File: src/rtl/fetch_queue_pkg.sv
`default_nettype none
// ============================================================================
// Module      : fetch_queue_pkg
// Description : Shared constants, entry type and pointer-width helper for the
//               fetch-to-decode instruction queue.
// Revision    : 1.0 - initial release
// ============================================================================
package fetch_queue_pkg;

    localparam int          FQ_XLEN         = 32;
    localparam int          FQ_DEPTH        = 4;
    // addi x0,x0,0 -- what decode sees while the queue has nothing to offer
    localparam logic [31:0] FQ_BUBBLE_INSTR = 32'h0000_0013;

    typedef struct packed {
        logic [FQ_XLEN-1:0] instr;
        logic [FQ_XLEN-1:0] pc;
    } fq_entry_t;

    // Pointers carry one extra wrap bit above the index bits
    function automatic int fq_ptr_width(input int depth);
        return $clog2(depth) + 1;
    endfunction

    localparam int FQ_PTR_W = fq_ptr_width(FQ_DEPTH);

endpackage : fetch_queue_pkg
`default_nettype wire

File: src/rtl/fetch_queue_if.sv
`default_nettype none
// ============================================================================
// Module      : fetch_queue_if
// Description : Fetch-side and decode-side valid/ready handshake bundle.
// Revision    : 1.0 - initial release
// ============================================================================
interface fetch_queue_if #(
    parameter int XLEN = 32
);
    logic            in_valid;
    logic            in_ready;
    logic [XLEN-1:0] in_instr;
    logic [XLEN-1:0] in_pc;
    logic            out_valid;
    logic            out_ready;
    logic [XLEN-1:0] out_instr;
    logic [XLEN-1:0] out_pc;

    modport master (
        output in_valid, in_instr, in_pc, out_ready,
        input  in_ready, out_valid, out_instr, out_pc
    );

    modport slave (
        input  in_valid, in_instr, in_pc, out_ready,
        output in_ready, out_valid, out_instr, out_pc
    );
endinterface : fetch_queue_if
`default_nettype wire

File: src/rtl/fetch_queue_ptr.sv
`default_nettype none
// ============================================================================
// Module      : fq_ptr
// Description : Wrap-bit read/write pointer pair with full/empty/count flags.
// Revision    : 1.0 - initial release
// ============================================================================
module fq_ptr
    import fetch_queue_pkg::*;
#(
    parameter  int DEPTH = 4,
    localparam int PTR_W = fq_ptr_width(DEPTH)
) (
    input  wire logic             clk,
    input  wire logic             reset,
    input  wire logic             wr_inc,
    input  wire logic             rd_inc,
    input  wire logic             flush,
    output logic      [PTR_W-2:0] wr_idx,
    output logic      [PTR_W-2:0] rd_idx,
    output logic                  empty,
    output logic                  full,
    output logic      [PTR_W-1:0] count
);

    logic [PTR_W-1:0] wr_ptr_q, wr_ptr_d;
    logic [PTR_W-1:0] rd_ptr_q, rd_ptr_d;

    always_comb begin
        wr_ptr_d = wr_ptr_q;
        rd_ptr_d = rd_ptr_q;
        // Flush empties the queue by pulling the write side back onto the read side
        if (flush) begin
            wr_ptr_d = rd_ptr_q;
        end else begin
            if (wr_inc) wr_ptr_d = wr_ptr_q + PTR_W'(1);
            if (rd_inc) rd_ptr_d = rd_ptr_q + PTR_W'(1);
        end
    end

    always_ff @(posedge clk or negedge reset) begin
        if (!reset) begin
            wr_ptr_q <= '0;
            rd_ptr_q <= '0;
        end else begin
            wr_ptr_q <= wr_ptr_d;
            rd_ptr_q <= rd_ptr_d;
        end
    end

    assign wr_idx = wr_ptr_q[PTR_W-2:0];
    assign rd_idx = rd_ptr_q[PTR_W-2:0];
    assign empty  = (wr_ptr_q == rd_ptr_q);
    assign full   = (wr_ptr_q[PTR_W-2:0] == rd_ptr_q[PTR_W-2:0]) &&
                    (wr_ptr_q[PTR_W-1]   != rd_ptr_q[PTR_W-1]);
    assign count  = wr_ptr_q - rd_ptr_q;

endmodule : fq_ptr
`default_nettype wire

File: src/rtl/fetch_queue.sv
`default_nettype none
// ============================================================================
// Module      : fetch_queue
// Description : DEPTH-entry {instr, pc} FIFO between fetch and decode with
//               optional empty-queue bypass and redirect flush.
// Revision    : 1.0 - initial release
// ============================================================================
module fetch_queue
    import fetch_queue_pkg::*;
#(
    parameter  int              XLEN         = FQ_XLEN,
    parameter  int              DEPTH        = FQ_DEPTH,
    parameter  int              BYPASS       = 1,
    parameter  logic [XLEN-1:0] BUBBLE_INSTR = XLEN'(FQ_BUBBLE_INSTR),
    localparam int              PTR_W        = fq_ptr_width(DEPTH)
) (
    input  wire logic             clk,
    input  wire logic             reset,
    input  wire logic             flush,
    fetch_queue_if.slave          bus,
    output logic      [PTR_W-1:0] count
);

    logic [2*XLEN-1:0] mem_q [DEPTH];

    logic             alive_q, alive_d;
    logic [PTR_W-2:0] wr_idx;
    logic [PTR_W-2:0] rd_idx;
    logic             empty;
    logic             full;
    logic             enq;
    logic             deq;
    logic             bypass_hit;
    logic             store_wr;
    logic             store_rd;
    logic [2*XLEN-1:0] head;

    // Holds in_ready low until the first edge after reset is released
    always_comb begin
        alive_d = 1'b1;
    end

    always_ff @(posedge clk or negedge reset) begin
        if (!reset) alive_q <= 1'b0;
        else        alive_q <= alive_d;
    end

    assign bus.in_ready = alive_q & ~full & ~flush;
    assign enq          = bus.in_valid & bus.in_ready;

    generate
        if (BYPASS != 0) begin : g_bypass
            assign bypass_hit = empty & enq;
        end else begin : g_no_bypass
            assign bypass_hit = 1'b0;
        end
    endgenerate

    assign bus.out_valid = ~flush & (~empty | bypass_hit);
    assign deq           = bus.out_valid & bus.out_ready;

    // A bypassed entry consumed in the same cycle never touches storage
    assign store_wr = enq & ~(bypass_hit & bus.out_ready);
    assign store_rd = deq & ~empty;

    assign head          = empty ? {bus.in_instr, bus.in_pc} : mem_q[rd_idx];
    assign bus.out_instr = bus.out_valid ? head[2*XLEN-1:XLEN] : BUBBLE_INSTR;
    assign bus.out_pc    = bus.out_valid ? head[XLEN-1:0]      : '0;

    always_ff @(posedge clk) begin
        if (store_wr) mem_q[wr_idx] <= {bus.in_instr, bus.in_pc};
    end

    fq_ptr #(
        .DEPTH (DEPTH)
    ) u_ptr (
        .clk    (clk),
        .reset  (reset),
        .wr_inc (store_wr),
        .rd_inc (store_rd),
        .flush  (flush),
        .wr_idx (wr_idx),
        .rd_idx (rd_idx),
        .empty  (empty),
        .full   (full),
        .count  (count)
    );

endmodule : fetch_queue
`default_nettype wire

File: src/flat_wrapper.sv
// flat-port wrapper written by rule: the top's interface ports become plain ports
module fetch_queue_flat import fetch_queue_pkg::*;
#(
    parameter  int              XLEN         = FQ_XLEN,
    parameter  int              DEPTH        = FQ_DEPTH,
    parameter  int              BYPASS       = 1,
    parameter  logic [XLEN-1:0] BUBBLE_INSTR = XLEN'(FQ_BUBBLE_INSTR),
    localparam int              PTR_W        = fq_ptr_width(DEPTH)
)
  (clk, reset, flush, count, bus_in_valid, bus_in_instr, bus_in_pc, bus_out_ready, bus_in_ready, bus_out_valid, bus_out_instr, bus_out_pc);
  fetch_queue_if #(.XLEN(XLEN)) bus_i ();
  input  wire logic clk;
  input  wire logic reset;
  input  wire logic flush;
  output logic      [PTR_W-1:0] count;
  input wire logic [$bits(bus_i.in_valid)-1:0] bus_in_valid;
  input wire logic [$bits(bus_i.in_instr)-1:0] bus_in_instr;
  input wire logic [$bits(bus_i.in_pc)-1:0] bus_in_pc;
  input wire logic [$bits(bus_i.out_ready)-1:0] bus_out_ready;
  output wire logic [$bits(bus_i.in_ready)-1:0] bus_in_ready;
  output wire logic [$bits(bus_i.out_valid)-1:0] bus_out_valid;
  output wire logic [$bits(bus_i.out_instr)-1:0] bus_out_instr;
  output wire logic [$bits(bus_i.out_pc)-1:0] bus_out_pc;
  assign bus_i.in_valid = bus_in_valid;
  assign bus_i.in_instr = bus_in_instr;
  assign bus_i.in_pc = bus_in_pc;
  assign bus_i.out_ready = bus_out_ready;
  assign bus_in_ready = bus_i.in_ready;
  assign bus_out_valid = bus_i.out_valid;
  assign bus_out_instr = bus_i.out_instr;
  assign bus_out_pc = bus_i.out_pc;
  fetch_queue #(.XLEN(XLEN), .DEPTH(DEPTH), .BYPASS(BYPASS), .BUBBLE_INSTR(BUBBLE_INSTR)) u_core (.clk(clk), .reset(reset), .flush(flush), .bus(bus_i), .count(count));
endmodule
File: config.mk
export PLATFORM = sky130hd
export DESIGN_NAME = fetch_queue_flat
export DESIGN_NICKNAME = d
export VERILOG_FILES = /design/src/rtl/fetch_queue_pkg.sv /design/src/rtl/fetch_queue_if.sv /design/src/rtl/fetch_queue_ptr.sv /design/src/rtl/fetch_queue.sv /design/src/flat_wrapper.sv
export SDC_FILE = /design/constraint.sdc
export NUM_CORES = 1
export LEC_CHECK = 0
export BUFFER_PORTS_ARGS = -buffer_cell sky130_fd_sc_hd__buf_2
export CORE_MARGIN = 4
export CORE_UTILIZATION = 57
export CTS_CLUSTER_DIAMETER = 100
export CTS_CLUSTER_SIZE = 30
export DETAILED_ROUTE_END_ITERATION = 10
export MAX_ROUTING_LAYER = met4
export PLACE_DENSITY_LB_ADDON = 0.3
export SETUP_SLACK_MARGIN = 0.05
export SKIP_CTS_REPAIR_TIMING = 1
export SLEW_MARGIN = 20
export SYNTH_ARGS = -nofsm -noshare
export SYNTH_HDL_FRONTEND = slang
export SYNTH_SLANG_ARGS = --single-unit
export TNS_END_PERCENT = 100
File: constraint.sdc
create_clock -name clk -period 4.2 [get_ports clk]
set_input_delay 0.42 -clock clk [delete_from_list [all_inputs] [get_ports clk]]
set_output_delay 0.42 -clock clk [all_outputs]
set_load 0.03 [all_outputs]
==> results.toml <==
[layout]
finalNonFillerCells = 843
design_area_mm2 = 0.0118
nNetsFinal = 682
area_delta_synth_final_pct = 11.6
drive_gt1_share_pct = 39.8
fillers = 1227

[grt]
grtUsageTotal_pct = 20.6
grt_max_degree = 69
grt_overflow = 0
grt_pass1_vias = 5617
antenna_found_initial = 3
grt_pass1_wl_um = 31900

[detailed_routing]
wl_um = 20500
via_per_inst = 6.43
drt_iter0_drc = 442
vias = 5421
route.detailed.drc = 0
drt_first_pass_iters = 5
wl_per_cell_um = 24.3
antenna_left = 0

[synthesis]
avgSynthCellArea_um2 = 22.4
ys_seq_elements = 263
ys_top_cells_by_count = "edfxtp_1, mux4_2, a32o_1, buf_6, clkbuf_1"
syn_inst = 474
synth_top_area_share_pct = 72.5
synth-xor-area-share_pct = 0.566
ys.flop_type = "edfxtp_1"
synth_area_mm2 = 0.0106
synth_area_leaders = "edfxtp_1, mux4_2, a32o_1"
synthAdderAreaFrac_pct = 1.01
ys_types = 33
synth-simple-area-share_pct = 1.34
yosysMostFrequentCell = "edfxtp_1"
yosys.area.top_type = "edfxtp_1"
synth_warnings = 0
synthArstFlopShare_pct = 2.66
synth_compound_area_share_pct = 6.64
syn-num-nets = 551
muxShareOfSynthArea_pct = 13.7
synth_top_family_by_area = "multiplexers"
synth_edf_count = 256
yosysSeqAreaShare_pct = 74.1

[setup_path]
cp.arrival_ns = 3.02
cp.required_ns = 3.78
reg2reg_slack_ns = 1.58
startpoint_type = "flip-flop"
path_class = "flip-flop to output port"
slowest_delay_ns = 0.75
rr_worst_depth = 6
crit_start = "u_core.u_ptr.wr_ptr_q[0]$_DFFE_PN0P_"
crit_chain = "inv_1 > ha_1 > and2_1 > and2_4 > nor2_8 > a32o_1 > buf_2"
crit_end = "bus_out_instr[21]"
rr_endpoint = "u_core.mem_q[3][51]$_DFFE_PP_"
end_kind = "output port"
worstPathMaxFanout = 61
r2r_start = "u_core.u_ptr.wr_ptr_q[0]$_DFFE_PN0P_"
crit_slowest_cell = "nor2_8"

[sta]
period_share_pct = 82.0
rsz0062_at_grt = "no"
relSlewSlack_pct = 34.2
clock_skew_ns = 0.0117
fmax_mhz = 290
finalMaxSlewViolations = 0
finalSetupTns_ns = 0
hold_violations = 0
period_minus_slack_ns = 3.44
finalSetupViolations = 0
worst_pin_slew_ns = 0.986

[cts]
clock_latency_ns = 0.47
clk_pin_slew_ns = 0.11
cts.root.buffer_cell = "clkbuf_16"
cts_max_path_buffers = 3
cts_buffers = 12
clock-sinks = 263
cts_tree = "yes"
htreeDepth = 1

[place]
hpwl_um = 12500
place.gp.congestion = 0.752
place_area_mm2 = 0.0115
io_buffers = 137
placed_cells = 819

[power]
power.density_mw_per_mm2 = 655
leakagePower_nw = 3.99
vdd_ir_drop_max_uv = 494

[floorplan]
fp.dieH_um = 144
pin_count = 138
rows = 49
core_mm2 = 0.0181
die_area_mm2 = 0.0209
fp.dieW_um = 144
start_util_pct = 58.5

[worst_hold_path]
hp-class = "input pin to flip-flop"

[job]
maxCapViolations = 0

[status]
status = "finished clean"
worst min path at each step:
stage / end / cells after the start / start
finish: u_core.mem_q[1][50]$_DFFE_PP_ / 1 / bus_in_instr[18]
global route: u_core.mem_q[1][9]$_DFFE_PP_ / 1 / bus_in_pc[9]
CTS: u_core.u_ptr.rd_ptr_q[0]$_DFFE_PN0P_ / 1 / reset
detailed placement: u_core.alive_q$_DFF_PN0_ / 1 / reset
global placement: u_core.u_ptr.rd_ptr_q[2]$_DFFE_PN0P_ / 1 / reset
floorplan: u_core.alive_q$_DFF_PN0_ / 0 / reset
kinds of logic (layout without fill, tap and decap cells):
logic type / Yosys count / in the layout
buf+inv: 40 / 177
compound gates: 71 / 71
fa+ha+maj: 8 / 8
mux: 65 / 65
xor+xnor: 6 / 6
flops: 263 / 263
other cells: 1 / 4
simple gates: 20 / 20
sequential cells by signal, summed over array words and instances, names as in the netlist:
signal / count
u_core.alive_q: 1
u_core.mem_q: 256
u_core.u_ptr.rd_ptr_q: 3
u_core.u_ptr.wr_ptr_q: 3
placed cells by master, fill, tap and decap left out, types with 3 or more instances in the layout:
master     netlist  final
mux4_2          64     64
inv_1            6      6
ha_1             7      7
buf_4            4     11
o32a_1           3      3
a32o_2           3      3
buf_2            4    137
xnor2_1          4      4
nand2b_1         3      3
and2_2           0      4
clkbuf_16        0     13
dfrtp_1          7      5
clkbuf_1        12      6
a32o_1          58     58
nand2_1          4      4
edfxtp_1       256    256
nand3b_1         3      3
diode_2          0      3
final cells by class:
type | count | area [um2] | area share (%)
Inverter | 6 | 22.5 | 0.190
Clock buffer | 19 | 348 | 2.94
Antenna cell | 3 | 7.51 | 0.0634
Tap cell | 229 | 287 | 2.42
Timing Repair Buffer | 151 | 818 | 6.91
Multi-Input combinational cell | 171 | 2480 | 21.0
Sequential cell | 263 | 7870 | 66.4
Clock inverter | 1 | 8.76 | 0.0740
critical path: cells and delay by family, from the launching register on:
kind,cells,cell delay [ns]
AO/OA/AOI/OAI,1,0.25
buffers and inverters,2,0.31
adder cells (fa/ha/maj),1,0.31
AND/OR/NAND/NOR,3,1.25
flip-flops,1,0.43
power by group:
| group | leakage, nW | internal [mW] | switching (mW) |
|---|---|---|---|
| Combinational | 1.42 | 1.22 | 2.02 |
| Clock | 0.172 | 0.585 | 0.729 |
| Sequential | 2.39 | 3.13 | 0.0741 |
| Total | 3.99 | 4.94 | 2.82 |
per-layer routing:
metal | vias up | global-route usage (%) | routed length (um)
li1 | 2327 | - | -
met2 | 213 | 33.4 | 10500
met4 | 0 | 5.06 | 391
met1 | 2854 | 28.3 | 8290
met5 | - | - | 0
met3 | 27 | 3.04 | 1280
stage by stage:
stage | util (%) | hold WS [ns] | setup WS (ns) | total power [mW]
floorplan | - | 0.124 | 0.631 | 5.85
global placement | 63.2 | 0.265 | 1.35 | 6.51
detailed placement | 63.2 | 0.271 | 1.28 | 6.55
CTS | 65.1 | -0.248 | 0.745 | 7.86
global route | 65.2 | 0.151 | 0.525 | 8.18
finish | 65.2 | 0.176 | 0.756 | 7.76
Note: power is estimated with default switching activity, not from simulation.
